<file path="config.mk">
export PLATFORM = sky130hd
export DESIGN_NAME = uart_rx_ctrl_flat
export DESIGN_NICKNAME = d
export VERILOG_FILES = /design/src/rtl/uart_rx_ctrl_if.sv /design/src/rtl/uart_rx_ctrl.sv /design/src/flat_wrapper.sv
export SDC_FILE = /design/constraint.sdc
export NUM_CORES = 1
export LEC_CHECK = 0
export ABC_AREA = 1
export ABC_CLOCK_PERIOD_IN_PS = 1700
export BUFFER_PORTS_ARGS = -buffer_cell sky130_fd_sc_hd__buf_4
export CAP_MARGIN = 20
export CORE_MARGIN = 2
export CORE_UTILIZATION = 35
export DETAILED_ROUTE_END_ITERATION = 10
export SYNTH_ARGS = -nofsm -noshare
export SYNTH_HDL_FRONTEND = slang
export SYNTH_SLANG_ARGS = --single-unit
</file>
<file path="constraint.sdc">
create_clock -name clk -period 1.7 [get_ports clk]
set_input_delay 0.17 -clock clk [delete_from_list [all_inputs] [get_ports clk]]
set_output_delay 0.17 -clock clk [all_outputs]
set_load 0.03 [all_outputs]
</file>
<file path="src/rtl/uart_rx_ctrl_if.sv">
// rtl/uart_rx_ctrl_if.sv - signal bundle between the UART RX sequencer and its datapath helpers
//
// Ports carried (slave = uart_rx_ctrl side):
//   rx_in        serial receive line, idle high
//   prescale     oversampling ratio (8, 16 or 32)
//   par_en       frame carries a parity bit
//   strt_glitch  start checker result (registered)
//   par_err      parity checker result (registered)
//   stp_err      stop checker result (registered)
//   edge_cnt     oversample edge index within the current bit
//   bit_cnt      data bit index within the data phase
//   dat_samp_en  bit sampler enable
//   strt_chk_en  start checker enable
//   par_chk_en   parity checker enable
//   stp_chk_en   stop checker enable
//   deser_en     one-cycle shift strobe to the deserializer
//   data_valid   one-cycle pulse, frame good
//   frame_err    one-cycle pulse, parity or stop error
//   busy         sequencer not idle
interface uart_rx_ctrl_if #(
  parameter int PRESCALE_W = 6
);
  logic                  rx_in;
  logic [PRESCALE_W-1:0] prescale;
  logic                  par_en;
  logic                  strt_glitch;
  logic                  par_err;
  logic                  stp_err;
  logic [PRESCALE_W-1:0] edge_cnt;
  logic [3:0]            bit_cnt;
  logic                  dat_samp_en;
  logic                  strt_chk_en;
  logic                  par_chk_en;
  logic                  stp_chk_en;
  logic                  deser_en;
  logic                  data_valid;
  logic                  frame_err;
  logic                  busy;

  modport master (
    output rx_in, prescale, par_en, strt_glitch, par_err, stp_err,
    input  edge_cnt, bit_cnt, dat_samp_en, strt_chk_en, par_chk_en,
           stp_chk_en, deser_en, data_valid, frame_err, busy
  );

  modport slave (
    input  rx_in, prescale, par_en, strt_glitch, par_err, stp_err,
    output edge_cnt, bit_cnt, dat_samp_en, strt_chk_en, par_chk_en,
           stp_chk_en, deser_en, data_valid, frame_err, busy
  );
endinterface

</file>
<file path="src/rtl/uart_rx_ctrl.sv">
// rtl/uart_rx_ctrl.sv - receive frame sequencer for the UART RX path
//
// Ports:
//   clk  oversampling clock
//   rst  asynchronous active-low reset
//   bus  uart_rx_ctrl_if.slave: line/config/checker results in,
//        counters, checker enables, deserializer strobe and frame pulses out
module uart_rx_ctrl #(
  parameter int DATA_WIDTH = 8,
  parameter int PRESCALE_W = 6
) (
  input  logic           clk,
  input  logic           rst,
  uart_rx_ctrl_if.slave  bus
);

  typedef enum logic [2:0] {
    IDLE   = 3'd0,
    START  = 3'd1,
    DATA   = 3'd2,
    PARITY = 3'd3,
    STOP   = 3'd4,
    CHECK  = 3'd5
  } state_t;

  localparam logic [PRESCALE_W-1:0] ONE  = PRESCALE_W'(1);
  localparam logic [PRESCALE_W-1:0] PS8  = PRESCALE_W'(8);
  localparam logic [PRESCALE_W-1:0] PS16 = PRESCALE_W'(16);
  localparam logic [PRESCALE_W-1:0] PS32 = PRESCALE_W'(32);
  localparam logic [3:0]            LAST_BIT = 4'(DATA_WIDTH - 1);

  state_t                state, state_nx;
  logic [PRESCALE_W-1:0] edge_q, edge_nx;
  logic [3:0]            bit_q, bit_nx;
  logic [PRESCALE_W-1:0] prescale_q, prescale_sel, last_edge;
  logic                  par_en_q, par_err_q;
  logic                  in_bit, end_of_bit;
  logic                  strt_chk_en, par_chk_en, stp_chk_en;
  logic                  deser_en, data_valid, frame_err;

  // Unsupported ratios fall back to 8 so the edge counter always wraps.
  always_comb begin
    prescale_sel = PS8;
    if (bus.prescale == PS16 || bus.prescale == PS32)
      prescale_sel = bus.prescale;
  end

  assign last_edge  = prescale_q - ONE;
  assign in_bit     = (state == START) || (state == DATA) ||
                      (state == PARITY) || (state == STOP);
  assign end_of_bit = in_bit && (edge_q == last_edge);

  always_ff @(posedge clk or negedge rst) begin
    if (!rst) begin
      state      <= IDLE;
      edge_q     <= '0;
      bit_q      <= '0;
      prescale_q <= '0;
      par_en_q   <= 1'b0;
      par_err_q  <= 1'b0;
    end else begin
      state  <= state_nx;
      edge_q <= edge_nx;
      bit_q  <= bit_nx;
      // Config is frozen for the whole frame at start detection.
      if (state == IDLE && !bus.rx_in) begin
        prescale_q <= prescale_sel;
        par_en_q   <= bus.par_en;
      end
      // Parity result is only meaningful on the first stop-bit cycle;
      // holding it lets CHECK combine it with the later stop result.
      if (state == STOP && edge_q == '0)
        par_err_q <= bus.par_err & par_en_q;
    end
  end

  always_comb begin
    state_nx    = state;
    edge_nx     = '0;
    bit_nx      = bit_q;
    strt_chk_en = 1'b0;
    par_chk_en  = 1'b0;
    stp_chk_en  = 1'b0;
    deser_en    = 1'b0;
    data_valid  = 1'b0;
    frame_err   = 1'b0;

    if (in_bit)
      edge_nx = end_of_bit ? '0 : edge_q + ONE;

    case (state)
      IDLE: begin
        bit_nx = '0;
        if (!bus.rx_in)
          state_nx = START;
      end
      START: begin
        strt_chk_en = 1'b1;
        if (end_of_bit) begin
          state_nx = DATA;
          bit_nx   = '0;
        end
      end
      DATA: begin
        // The start checker verdict is ready on the first data cycle;
        // a glitch drops the frame without any pulse.
        if (bit_q == '0 && edge_q == '0 && bus.strt_glitch) begin
          state_nx = IDLE;
          edge_nx  = '0;
        end else if (end_of_bit) begin
          deser_en = 1'b1;
          if (bit_q == LAST_BIT) begin
            bit_nx   = '0;
            state_nx = par_en_q ? PARITY : STOP;
          end else begin
            bit_nx = bit_q + 4'd1;
          end
        end
      end
      PARITY: begin
        par_chk_en = 1'b1;
        if (end_of_bit)
          state_nx = STOP;
      end
      STOP: begin
        stp_chk_en = 1'b1;
        if (end_of_bit)
          state_nx = CHECK;
      end
      CHECK: begin
        if (par_err_q || bus.stp_err)
          frame_err = 1'b1;
        else
          data_valid = 1'b1;
        state_nx = IDLE;
      end
      default: state_nx = IDLE;
    endcase
  end

  assign bus.edge_cnt    = edge_q;
  assign bus.bit_cnt     = bit_q;
  assign bus.dat_samp_en = in_bit;
  assign bus.strt_chk_en = strt_chk_en;
  assign bus.par_chk_en  = par_chk_en;
  assign bus.stp_chk_en  = stp_chk_en;
  assign bus.deser_en    = deser_en;
  assign bus.data_valid  = data_valid;
  assign bus.frame_err   = frame_err;
  assign bus.busy        = (state != IDLE);

endmodule

</file>
<file path="src/flat_wrapper.sv">
// flat-port wrapper written by rule: the top's interface ports become plain ports
module uart_rx_ctrl_flat 
#(
  parameter int DATA_WIDTH = 8,
  parameter int PRESCALE_W = 6
)
  (clk, rst, bus_rx_in, bus_prescale, bus_par_en, bus_strt_glitch, bus_par_err, bus_stp_err, bus_edge_cnt, bus_bit_cnt, bus_dat_samp_en, bus_strt_chk_en, bus_par_chk_en, bus_stp_chk_en, bus_deser_en, bus_data_valid, bus_frame_err, bus_busy);
  uart_rx_ctrl_if #(.PRESCALE_W(PRESCALE_W)) bus_i ();
  input  logic clk;
  input  logic rst;
  input wire logic [$bits(bus_i.rx_in)-1:0] bus_rx_in;
  input wire logic [$bits(bus_i.prescale)-1:0] bus_prescale;
  input wire logic [$bits(bus_i.par_en)-1:0] bus_par_en;
  input wire logic [$bits(bus_i.strt_glitch)-1:0] bus_strt_glitch;
  input wire logic [$bits(bus_i.par_err)-1:0] bus_par_err;
  input wire logic [$bits(bus_i.stp_err)-1:0] bus_stp_err;
  output wire logic [$bits(bus_i.edge_cnt)-1:0] bus_edge_cnt;
  output wire logic [$bits(bus_i.bit_cnt)-1:0] bus_bit_cnt;
  output wire logic [$bits(bus_i.dat_samp_en)-1:0] bus_dat_samp_en;
  output wire logic [$bits(bus_i.strt_chk_en)-1:0] bus_strt_chk_en;
  output wire logic [$bits(bus_i.par_chk_en)-1:0] bus_par_chk_en;
  output wire logic [$bits(bus_i.stp_chk_en)-1:0] bus_stp_chk_en;
  output wire logic [$bits(bus_i.deser_en)-1:0] bus_deser_en;
  output wire logic [$bits(bus_i.data_valid)-1:0] bus_data_valid;
  output wire logic [$bits(bus_i.frame_err)-1:0] bus_frame_err;
  output wire logic [$bits(bus_i.busy)-1:0] bus_busy;
  assign bus_i.rx_in = bus_rx_in;
  assign bus_i.prescale = bus_prescale;
  assign bus_i.par_en = bus_par_en;
  assign bus_i.strt_glitch = bus_strt_glitch;
  assign bus_i.par_err = bus_par_err;
  assign bus_i.stp_err = bus_stp_err;
  assign bus_edge_cnt = bus_i.edge_cnt;
  assign bus_bit_cnt = bus_i.bit_cnt;
  assign bus_dat_samp_en = bus_i.dat_samp_en;
  assign bus_strt_chk_en = bus_i.strt_chk_en;
  assign bus_par_chk_en = bus_i.par_chk_en;
  assign bus_stp_chk_en = bus_i.stp_chk_en;
  assign bus_deser_en = bus_i.deser_en;
  assign bus_data_valid = bus_i.data_valid;
  assign bus_frame_err = bus_i.frame_err;
  assign bus_busy = bus_i.busy;
  uart_rx_ctrl #(.DATA_WIDTH(DATA_WIDTH), .PRESCALE_W(PRESCALE_W)) u_core (.clk(clk), .rst(rst), .bus(bus_i));
endmodule
</file>
# Word level (Yosys, flattened, before mapping)

Cells that the tools add are included.

Register bits after elaboration: 21
Bits of input ports: 13
Output and inout port bits: 18
Logic and storage cells: 74

$add $sub $neg: 3
Eq/ne operators: 17
Multiplexer cells: 29
Bitwise logic cells: 1
Reduce and logical (&&, ||, !) cells: 18

Operators by type and width:

| cell                  | number |
|---|---|
| $mux W6               | 5 |
| $mux W3               | 8 |
| $mux W4               | 4 |
| $pmux W3 S5           | 1 |
| $pmux W4 S3           | 1 |
| $mux W1               | 10 |
| $ne A2 B1 Y1 const B  | 4 |
| $add A6 B1 Y6 const B | 1 |
| $eq A3 B2 Y1 const B  | 2 |
| $eq A3 B3 Y1 const B  | 2 |
| $eq A6 B5 Y1 const B  | 1 |
| $eq A6 B6 Y1          | 1 |
| $eq A6 B6 Y1 const B  | 1 |
| $logic_not A6 Y1      | 1 |
| $reduce_and A6 Y1     | 1 |
| $reduce_bool A3 Y1    | 2 |
| $sub A6 B1 Y6 const B | 1 |
| $logic_and A1 B1 Y1   | 5 |
| $logic_or A1 B1 Y1    | 5 |
| $add A4 B1 Y4 const B | 1 |
| $eq A4 B3 Y1 const B  | 1 |
| $logic_not A4 Y1      | 1 |
| $ne A2 B2 Y1 const B  | 2 |
| $reduce_and A4 Y1     | 1 |
| other kinds (6)       | 6 |

# Longest topological paths before layout

Gate-level depths: netlist of run 1.

Depth after elaboration: 9
Mapped depth: 13
Gate-level depth less buffers: 13

# Worst setup path before layout of run 1

No wires, ideal clock.

Kind: register -> output
From: register u_core.prescale_q[0]
To: output bus_deser_en
Data arrival time: 1.638 ns
Data required time: 1.530 ns
Setup slack: -0.108 ns
Cell stages (with the launch flop): 10
Path buffers: 0
Path through: dfrtp_1 -> inv_2 -> ha_1 -> nand2_1 -> nand2_1 -> nor2_2 -> nand3_2 -> nor2_4 -> nand2_4 -> nor2_1

Word-level cells in the longest chain between the ends: 6

RTL lines:

| item                     | line                | text |
|---|---|---|
| start: declaration       | uart_rx_ctrl.sv:35  | `logic [PRESCALE_W-1:0] prescale_q, prescale_sel, last_edge;` |
| start signal: assignment | uart_rx_ctrl.sv:67  | `prescale_q <= prescale_sel;` |
| $sub A6 B1 Y6            | uart_rx_ctrl.sv:48  | `assign last_edge = prescale_q - ONE;` |
| $eq A6 B6 Y1             | uart_rx_ctrl.sv:51  | `assign end_of_bit = in_bit && (edge_q == last_edge);` |
| $logic_and A1 B1 Y1      | uart_rx_ctrl.sv:51  |  |
| $mux W1                  | uart_rx_ctrl.sv:110 | `end else if (end_of_bit) begin` |
| $mux W1                  | uart_rx_ctrl.sv:107 | `if (bit_q == '0 && edge_q == '0 && bus.strt_glitch) begin` |
| $mux W1                  | uart_rx_ctrl.sv:91  | `case (state)` |
| end: declaration         | flat_wrapper.sv:23  | `output wire logic [$bits(bus_i.deser_en)-1:0] bus_deser_en;` |

No other way between the ends.

# Worst setup path in the final report of run 1

Ends and elaborated chain as after synthesis.

==> flow_summary.json, run 1 <==
{
  "insertion_delay_ns": 0.26,
  "crit_chain": "inv_2, ha_4, inv_2, nand2_1, nand2_1, nor2_2, nand3_2, nor2_4, nand2_4, nor2_4, buf_6",
  "cts_htree_levels": 1,
  "synthTopCellsByArea": "dfrtp_1, nand2_1, nand3_1",
  "skew_ns": 0.00294,
  "synth_fa_ha_area_frac": 0.0423,
  "synth_flop_cell": "dfrtp_1",
  "synth_nets": 219,
  "ys_ff_latch": 21,
  "synthDistinctLibCells": 29,
  "slew_headroom": 0.791,
  "grt_start_max_net_pins": 22,
  "ant_nets": 0,
  "worst_setup_path_end_kind": "output port",
  "hold_viol_final": 0,
  "setup_slack_ns": -0.119,
  "max_freq_ghz": 0.550,
  "grt_pass1_vias": 1261,
  "yosys_warnings": 0,
  "cpLargestDelayFamily": "simple AND/OR/NAND/NOR gates",
  "grt_overflow": 0,
  "violations": "negative setup slack",
  "synth_top_area_share": 0.355,
  "crit_type": "reg -> out",
  "p_per_area_mw_per_mm2": 1310,
  "busiest_layer": "met2",
  "synth.most_common_cell": "nand2_1",
  "met1_usage": 0.209,
  "io_buffer_count": 30,
  "ir_drop_uv": 583,
  "hold_class": "in -> reg",
  "fin_crit_ns": 1.82,
  "ys_async_sr_fraction": 1.00,
  "start_util": 0.367,
  "setup_violations": 5,
  "dr.pass1.iters": 4,
  "use_met2": 0.224,
  "ys_top_cells_by_count": "nand2_1, inv_1, dfrtp_1, nand3_1, nor2_1",
  "clk_path_buf_depth": 2,
  "synthSimpleGateAreaFrac": 0.428,
  "cts_root_buffer": "clkbuf_8",
  "cap_viol_max_count": 0,
  "cts_buffers": 3,
  "path_buf_inv": 3,
  "drc_errors": 0,
  "die_h_um": 69.0,
  "grt_use_met3": 0.0161,
  "timing.final.crit_share": 1.07,
  "wl_per_cell_um": 10.9,
  "p_leak_nw": 1.12,
  "synthMuxAreaShare": 0,
  "synth_xor_area_frac": 0.0237,
  "drive_gt1_frac": 0.402,
  "nNetsFinal": 275,
  "coreArea_mm2": 0.00403,
  "vias": 1365,
  "cp.required_ns": 1.53,
  "rows": 23,
  "viasPerCell": 4.46,
  "clkTransAtPathRegs_ns": 0.08,
  "synth_edf_count": 0,
  "grtUsageTotal": 0.144,
  "finalPower_w": 0.00265,
  "dpl.hpwl_mm": 2.64,
  "grt_setup_unrepaired": "true",
  "worst_setup_path_start_kind": "flop",
  "cts_tree": "yes",
  "syn_inst": 201,
  "globalplace.congestion": 0.852,
  "setup_tns_ns": -0.192,
  "antenna-diode-count": 0,
  "cp_slowest_cell": "dfrtp_1",
  "cts.sink_count": 21,
  "num_io_pins": 31,
  "antenna_found_initial": 0,
  "avgSynthCellArea_um2": 7.36,
  "run_status": "finished with violations",
  "synth_compound_area_frac": 0.0618,
  "maxSlewViolCount": 0,
  "cp_slowest_stage_delay_ns": 0.37,
  "area_growth_pct": 37.1,
  "finalWirelength_mm": 3.35,
  "die_w_um": 69.0,
  "drtIter0Drc": 67,
  "fp.dieArea_mm2": 0.00476,
  "synth_top_family_by_area": "simple AND/OR/NAND/NOR gates",
  "arrival_ns": 1.65,
  "grt_pass1_wl_mm": 5.80,
  "yosysTopAreaCell": "dfrtp_1",
  "tightest_slew_ns": 0.313,
  "seq_area_frac_synth": 0.355,
  "critPathMaxFanout": 2,
  "r2r_setup_slack_ns": -0.03,
  "synth_area_mm2": 0.00148
}
[cell families (layout without fill, tap and decap cells)]
family	Yosys count	in the layout
simple gates	123	123
buf+inv	35	90
flops	21	21
compound gates	13	13
fa+ha+maj	5	5
xor+xnor	4	4
[worst reg2reg max path: stages (launching register included)]
cell and delay (ns):
dfrtp_1 0.37, inv_2 0.06, ha_4 0.26, inv_2 0.03, nand2_1 0.05, nand2_1 0.06, nor2_2 0.08, nand3_2 0.08
nor2_4 0.12, buf_4 0.12, buf_4 0.09, nand3_1 0.11, nand2_2 0.10, nand3_1 0.07, nand2_1 0.07
[worst paths after layout]
path | startpoint | to | depth (start not counted)
max in group asynchronous | rst | u_core.state[2] | 2
hold reg to reg | u_core.par_en_q | u_core.par_en_q | 2
hold / removal | bus_par_en | u_core.par_en_q | 3
setup / recovery | u_core.prescale_q[0] | bus_deser_en | 11
setup reg to reg | u_core.prescale_q[0] | u_core.state[2] | 14
min in group asynchronous | rst | u_core.prescale_q[2] | 2
[per-stage QoR]
stage | hold WS, ns | utilization | cell area, um^2 | worst slack [ns] | instances
floorplan | -0.126 | - | 1480 | 0.0164 | 201
global placement | 0.0719 | 0.467 | 1880 | 0.0605 | 296
detailed placement | 0.0730 | 0.467 | 1880 | 0.0320 | 296
CTS | 0.103 | 0.492 | 1980 | -0.128 | 304
global route | 0.118 | 0.503 | 2030 | -0.266 | 306
finish | 0.109 | 0.503 | 2030 | -0.119 | 306
[layout by cell type (no fill, tap or decap), types with 2 or more instances in the layout]
cell type / Yosys / routed
nand4_1: 4 / 4
nor3_2: 2 / 2
buf_4: 0 / 47
o22ai_1: 3 / 3
nand3_1: 18 / 18
nand3_2: 3 / 3
ha_1: 5 / 4
nor2_2: 4 / 7
nor2_1: 16 / 12
xor2_1: 3 / 3
nand2_1: 57 / 56
nand2_2: 8 / 6
nor2_4: 3 / 4
o21ai_2: 4 / 4
nand2_4: 3 / 6
dfrtp_1: 21 / 21
inv_1: 24 / 22
clkbuf_8: 0 / 3
inv_2: 11 / 13
buf_6: 0 / 3
[routing by layer]
layer | vias up | wire length [um]
met5 | - | 0
met4 | 0 | 27
met3 | 2 | 78
met2 | 19 | 1550
met1 | 604 | 1690
li1 | 740 | -
[area by class of cell]
cell class,instances,area [um^2]
fillers,433,2000
repair buffers,51,397
flip-flops and latches,21,526
inverters,35,131
clock buffers,4,45.0
multi-input cells,145,867
well taps,50,62.6
[state kept, by name, indices dropped and copies added (netlist names)]
register / count
u_core.prescale_q: 6
u_core.state: 3
u_core.bus.bit_cnt: 4
u_core.par_err_q: 1
u_core.bus.edge_cnt: 6
u_core.par_en_q: 1
[repair_timing]
| item | 4_1_cts | 5_1_grt |
|---|---|---|
| hold endpoints to repair | 21 | 0 |
| setup buffers | 3 | 2 |
| gates cloned | 0 | 0 |
| pin swaps | 2 | 2 |
| setup endpoints to repair | 1 | 14 |
| hold buffers | 1 | 0 |
| gates resized for setup | 5 | 9 |
[power by group]
part	switching, W	total [W]	leakage, nW	internal, W
registers	0.000108	0.000703	0.279	0.000595
logic	0.00101	0.00162	0.817	0.000608
clock network	0.000159	0.000325	0.0228	0.000167
total	0.00128	0.00265	1.12	0.00137
No activity file was read; power rests on OpenSTA's default activity.
==> run 2, diff against run 1 <==
--- a/config.mk
+++ b/config.mk
@@ -5,7 +5,6 @@
 export SDC_FILE = /design/constraint.sdc
 export NUM_CORES = 1
 export LEC_CHECK = 0
-export ABC_AREA = 1
 export ABC_CLOCK_PERIOD_IN_PS = 1700
 export BUFFER_PORTS_ARGS = -buffer_cell sky130_fd_sc_hd__buf_4
 export CAP_MARGIN = 20
==> flow_summary.json, run 2 <==
{
  "swShare": 0.456,
  "final_cell_mix": "buf_4, nand2_1, dfrtp_1, nor2_1, inv_1",
  "worst_setup_path_start_kind": "flop",
  "ys_ff_latch": 21,
  "worst_setup_path_end_kind": "output port",
  "critPathMaxFanout": 3,
  "p_leak_nw": 0.995,
  "slew_headroom": 0.636,
  "synth_area_mm2": 0.00134,
  "fin_crit_ns": 2.36,
  "start_util": 0.365,
  "synthTopCellsByArea": "dfrtp_1, nand2_1, nor2_1",
  "cts_root_buffer": "clkbuf_8",
  "grt_start_max_net_pins": 22,
  "yosysTopAreaCell": "dfrtp_1",
  "max_freq_ghz": 0.424,
  "num_io_pins": 31,
  "viasPerCell": 5.00,
  "cts.sink_count": 21,
  "synth_edf_count": 0,
  "setup_slack_ns": -0.660,
  "grt_overflow": 0,
  "synthDistinctLibCells": 38,
  "p_per_area_mw_per_mm2": 1570,
  "worstHoldStart": "bus_par_en",
  "yosys_warnings": 0,
  "cp-startpoint": "u_core.prescale_q[0]",
  "hold_ws_ns": 0.105,
  "violations": "negative setup slack",
  "cts_buffers": 3,
  "finalWirelength_mm": 3.57,
  "ys_async_sr_fraction": 1.00,
  "p_switching_w": 0.00150,
  "wl_per_cell_um": 13.1,
  "seq_power_share": 0.226,
  "vias": 1359,
  "hold_class": "in -> reg",
  "synth_top_area_share": 0.393,
  "dr.pass1.iters": 4,
  "skew_ns": 0.00155,
  "grtUsageTotal": 0.169,
  "drive_gt1_frac": 0.442,
  "run_status": "finished with violations",
  "ys_top_cells_by_count": "nand2_1, dfrtp_1, nor2_1, inv_1",
  "die_w_um": 65.8,
  "avgSynthCellArea_um2": 8.62,
  "p_comb_frac": 0.676,
  "clk_path_buf_depth": 2,
  "crit_type": "reg -> out",
  "ant_nets": 0,
  "drtIter0Drc": 120,
  "setup_violations": 14,
  "maxSlewViolCount": 0,
  "io_buffer_count": 30,
  "p_int_w": 0.00179,
  "utilization": 0.570,
  "nNetsFinal": 243,
  "timing.final.crit_share": 1.39,
  "clkPwrFrac": 0.099,
  "cts_tree": "yes",
  "insertion_delay_ns": 0.25,
  "antenna_found_initial": 0,
  "clkTransAtPathRegs_ns": 0.08,
  "hold_viol_final": 0,
  "grt_pass1_vias": 1286,
  "area_growth_pct": 56.3,
  "grt_pass1_wl_mm": 5.67,
  "arrival_ns": 2.19,
  "reg2reg_from": "u_core.prescale_q[0]",
  "dpl.hpwl_mm": 2.65,
  "globalplace.congestion": 0.843,
  "synth_flop_cell": "dfrtp_1",
  "synth_nets": 173,
  "coreArea_mm2": 0.00366,
  "drc_errors": 0,
  "fp.dieArea_mm2": 0.00433,
  "setup_tns_ns": -6.71,
  "rows": 22,
  "grt_setup_unrepaired": "true",
  "seq_area_frac_synth": 0.393,
  "cp.required_ns": 1.53,
  "cap_viol_max_count": 0,
  "synth.most_common_cell": "nand2_1",
  "syn_inst": 155,
  "antenna-diode-count": 0,
  "ir_drop_uv": 717,
  "die_h_um": 65.8,
  "final_common_cell": "buf_4",
  "tightest_slew_ns": 0.538,
  "cts_htree_levels": 1
}
[run 2: cells by family after synthesis]
group,Yosys count,share of synthesized area
AO/OA/AOI/OAI,26,0.132
XOR/XNOR,11,0.0721
adder cells (fa/ha/maj),5,0.0468
buffers and inverters,15,0.0478
flip-flops,21,0.393
multiplexers,2,0.0187
AND/OR/NAND/NOR,75,0.289
[run 2: critical path: stages, from the launching register on]
cell	delay, ns
dfrtp_1	0.40
buf_6	0.13
buf_6	0.10
xnor2_1	0.12
or4_4	0.50
a211oi_4	0.25
buf_4	0.15
and3_4	0.16
buf_6	0.12
[run 2: what timing repair did]
item                                   CTS  global route
endpoints found under the hold margin   21             0
hold buffers                             1             0
resized for setup                       12            23
pin swaps                                2             7
setup endpoints to repair               14            14
buffers inserted                         3             1
[run 2: metrics by stage]
| step | instance area, um^2 | std cells | power (W) | setup slack, ns |
|---|---|---|---|---|
| 2_1_floorplan | 1340 | 155 | 0.00180 | -0.469 |
| 3_3_place_gp | 1860 | 263 | 0.00250 | -0.424 |
| 3_5_place_dp | 1860 | 263 | 0.00253 | -0.508 |
| 5_1_grt | 2090 | 272 | 0.00350 | -0.745 |
| 6_report | 2090 | 272 | 0.00329 | -0.660 |
| 4_1_cts | 1980 | 271 | 0.00291 | -0.634 |
[run 2: metal layers]
metal,part of all wire,GRT usage,up-vias,wire [um]
li1,-,-,669,-
met4,0.0076,0.0234,0,27
met2,0.54,0.314,33,1920
met1,0.41,0.206,653,1480
met5,0,0,-,0
met3,0.039,0.0307,4,141
[run 2: cell type report]
class                   count  area (um^2)
inverters                  10         37.5
flip-flops and latches     21          526
clock buffers               3         41.3
multi-input cells         119          867
well taps                  48         60.1
fillers                   323         1570
repair buffers             70          552
clock inverters             1         5.00
[run 2: power by group through the flow]
| stage | Combinational (W) | Sequential (W) | Clock [W] |
|---|---|---|---|
| after floorplan | 0.000982 | 0.000814 | 0 |
| after detailed placement | 0.00178 | 0.000746 | 0 |
| after CTS | 0.00184 | 0.000736 | 0.000335 |
| after global placement | 0.00175 | 0.000743 | 0 |
| final | 0.00222 | 0.000741 | 0.000324 |
| after global routing | 0.00238 | 0.000758 | 0.000363 |
[run 2: path summary, 6_finish.rpt]
check,endpoint,slack (ns),cells past startpoint
worst max-delay path,bus_deser_en,-0.66,8
worst min-delay path,u_core.par_en_q,0.10,3
worst max register to register,u_core.state[1],-0.57,8
worst min register to register,u_core.prescale_q[5],0.51,2
max in group asynchronous,u_core.prescale_q[5],1.15,2
min in group asynchronous,u_core.bus.bit_cnt[3],0.33,2
==> run 3, diff against run 2 <==
--- a/config.mk
+++ b/config.mk
@@ -11,6 +11,7 @@
 export CORE_MARGIN = 2
 export CORE_UTILIZATION = 35
 export DETAILED_ROUTE_END_ITERATION = 10
+export PLACE_DENSITY = 0.65
 export SYNTH_ARGS = -nofsm -noshare
 export SYNTH_HDL_FRONTEND = slang
 export SYNTH_SLANG_ARGS = --single-unit
==> flow_summary.json, run 3 (synthesized netlist as in run 2, its figures left out) <==
{
  "run_status": "finished with violations",
  "violations": "negative setup slack",
  "max_freq_ghz": 0.442,
  "final_cell_mix": "buf_4, dfrtp_1, nand2_1, nor2_1, inv_1",
  "hold_ws_ns": 0.105,
  "globalplace.congestion": 0.909,
  "nNetsFinal": 240,
  "tightest_slew_ns": 0.322,
  "grt_pass1_wl_mm": 5.40,
  "drtIter0Drc": 106,
  "worst_setup_path_end_kind": "output port",
  "clk_path_buf_depth": 2,
  "vias": 1315,
  "antenna_found_initial": 0,
  "final_common_cell": "buf_4",
  "path_buf_inv": 3,
  "cap_viol_max_count": 0,
  "maxSlewViolCount": 0,
  "clkTransAtPathRegs_ns": 0.07,
  "area_growth_pct": 50.9,
  "hold_class": "in -> reg",
  "worst_setup_path_start_kind": "flop",
  "cts_root_buffer": "clkbuf_8",
  "utilization": 0.551,
  "insertion_delay_ns": 0.26,
  "grtUsageTotal": 0.163,
  "cts_buffers": 3,
  "cp.required_ns": 1.53,
  "die_h_um": 65.8,
  "cts.sink_count": 21,
  "n_fill_cell": 342,
  "drive_gt1_frac": 0.416,
  "skew_ns": 0.00288,
  "die_w_um": 65.8,
  "cts_htree_levels": 1,
  "rows": 22,
  "ant_nets": 0,
  "cp_slowest_stage_delay_ns": 0.41,
  "io_buffer_count": 30,
  "fin_crit_ns": 2.26,
  "setup_slack_ns": -0.562,
  "dr.pass1.iters": 4,
  "fp.dieArea_mm2": 0.00433,
  "final_cell_area_mm2": 0.00202,
  "p_per_area_mw_per_mm2": 1520,
  "viasPerCell": 4.89,
  "arrival_ns": 2.09,
  "setup_violations": 14,
  "antenna-diode-count": 0,
  "grt_pass1_vias": 1265,
  "cts_tree": "yes",
  "cpLargestDelayFamily": "simple AND/OR/NAND/NOR gates",
  "finalWirelength_mm": 3.30,
  "grt_setup_unrepaired": "true",
  "crit_type": "reg -> out",
  "grt_start_max_net_pins": 22,
  "num_io_pins": 31,
  "drc_errors": 0,
  "place_area_mm2": 0.00184,
  "dpl.hpwl_mm": 2.52,
  "slew_headroom": 0.785,
  "hold_viol_final": 0,
  "timing.final.crit_share": 1.33,
  "start_util": 0.365,
  "crit_chain": "inv_2, ha_4, xnor2_1, or4_1, a211oi_2, buf_4, and3_2, buf_6",
  "coreArea_mm2": 0.00366,
  "grt_overflow": 0,
  "critPathMaxFanout": 2,
  "ir_drop_uv": 599,
  "p_leak_nw": 0.971,
  "wl_per_cell_um": 12.3,
  "cp_slowest_cell": "or4_1"
}
## run 3: cell count changes in the layout (fill, tap and decap cells not counted), moves of 2 or more
| cell | previous run | this run |
|---|---|---|
| nor2_2 | 0 | 3 |
| nor2_4 | 6 | 3 |
| buf_6 | 3 | 1 |
| o21ai_2 | 2 | 0 |
| o21ai_1 | 0 | 2 |
## run 3: tightest hold or removal path, delay by kind of cell
kind          cells  cell delay [ns]
simple gates      2             0.09
buf+inv           1             0.08
## run 3: what timing repair did
item,4_1_cts,5_1_grt
buffers inserted,1,2
endpoints found under the hold margin,21,0
hold buffers,1,0
pin swaps,1,2
endpoints found under the setup margin,14,16
gates resized for setup,7,18
## run 3: path summary, 6_finish.rpt
kind,startpoint,end,slack (ns),cells after the start
setup / recovery,u_core.prescale_q[1],bus_deser_en,-0.56,8
min in group asynchronous,rst,u_core.bus.bit_cnt[3],0.33,2
setup reg to reg,u_core.prescale_q[0],u_core.state[1],-0.45,9
hold reg to reg,u_core.prescale_q[5],u_core.prescale_q[5],0.52,2
hold / removal,bus_par_en,u_core.par_en_q,0.10,3
max in group asynchronous,rst,u_core.prescale_q[5],1.15,2
## run 3: cell type report
type                       instances  area [um^2]  area share
sequential                        21          526       0.261
tap                               48         60.1      0.0298
timing repair buffer              67          522       0.259
inverter                          10         37.5      0.0186
clock buffer                       4         45.0      0.0223
multi-input combinational        119          827       0.410
## run 3: per-stage QoR
stage / setup WS (ns) / instances / total power (W) / setup TNS [ns]
floorplan: -0.469 / 155 / 0.00180 / -3.96
global placement: -0.343 / 261 / 0.00244 / -3.79
detailed placement: -0.395 / 261 / 0.00247 / -4.48
CTS: -0.569 / 267 / 0.00282 / -5.08
global route: -0.666 / 269 / 0.00330 / -6.86
finish: -0.562 / 269 / 0.00307 / -5.27
## run 3: report_power, final
part / total [W] / internal [W] / switching, W
sequential: 0.000732 / 0.000616 / 0.000116
clock: 0.000331 / 0.000167 / 0.000164
combinational: 0.00201 / 0.000900 / 0.00111
## run 3: metal layers
metal / track usage / up-vias / part of all wire
met5: 0 / - / 0
met4: 0.0703 / 0 / 0.023
met3: 0.0273 / 8 / 0.053
met2: 0.280 / 43 / 0.50
met1: 0.199 / 607 / 0.43
li1: - / 657 / -
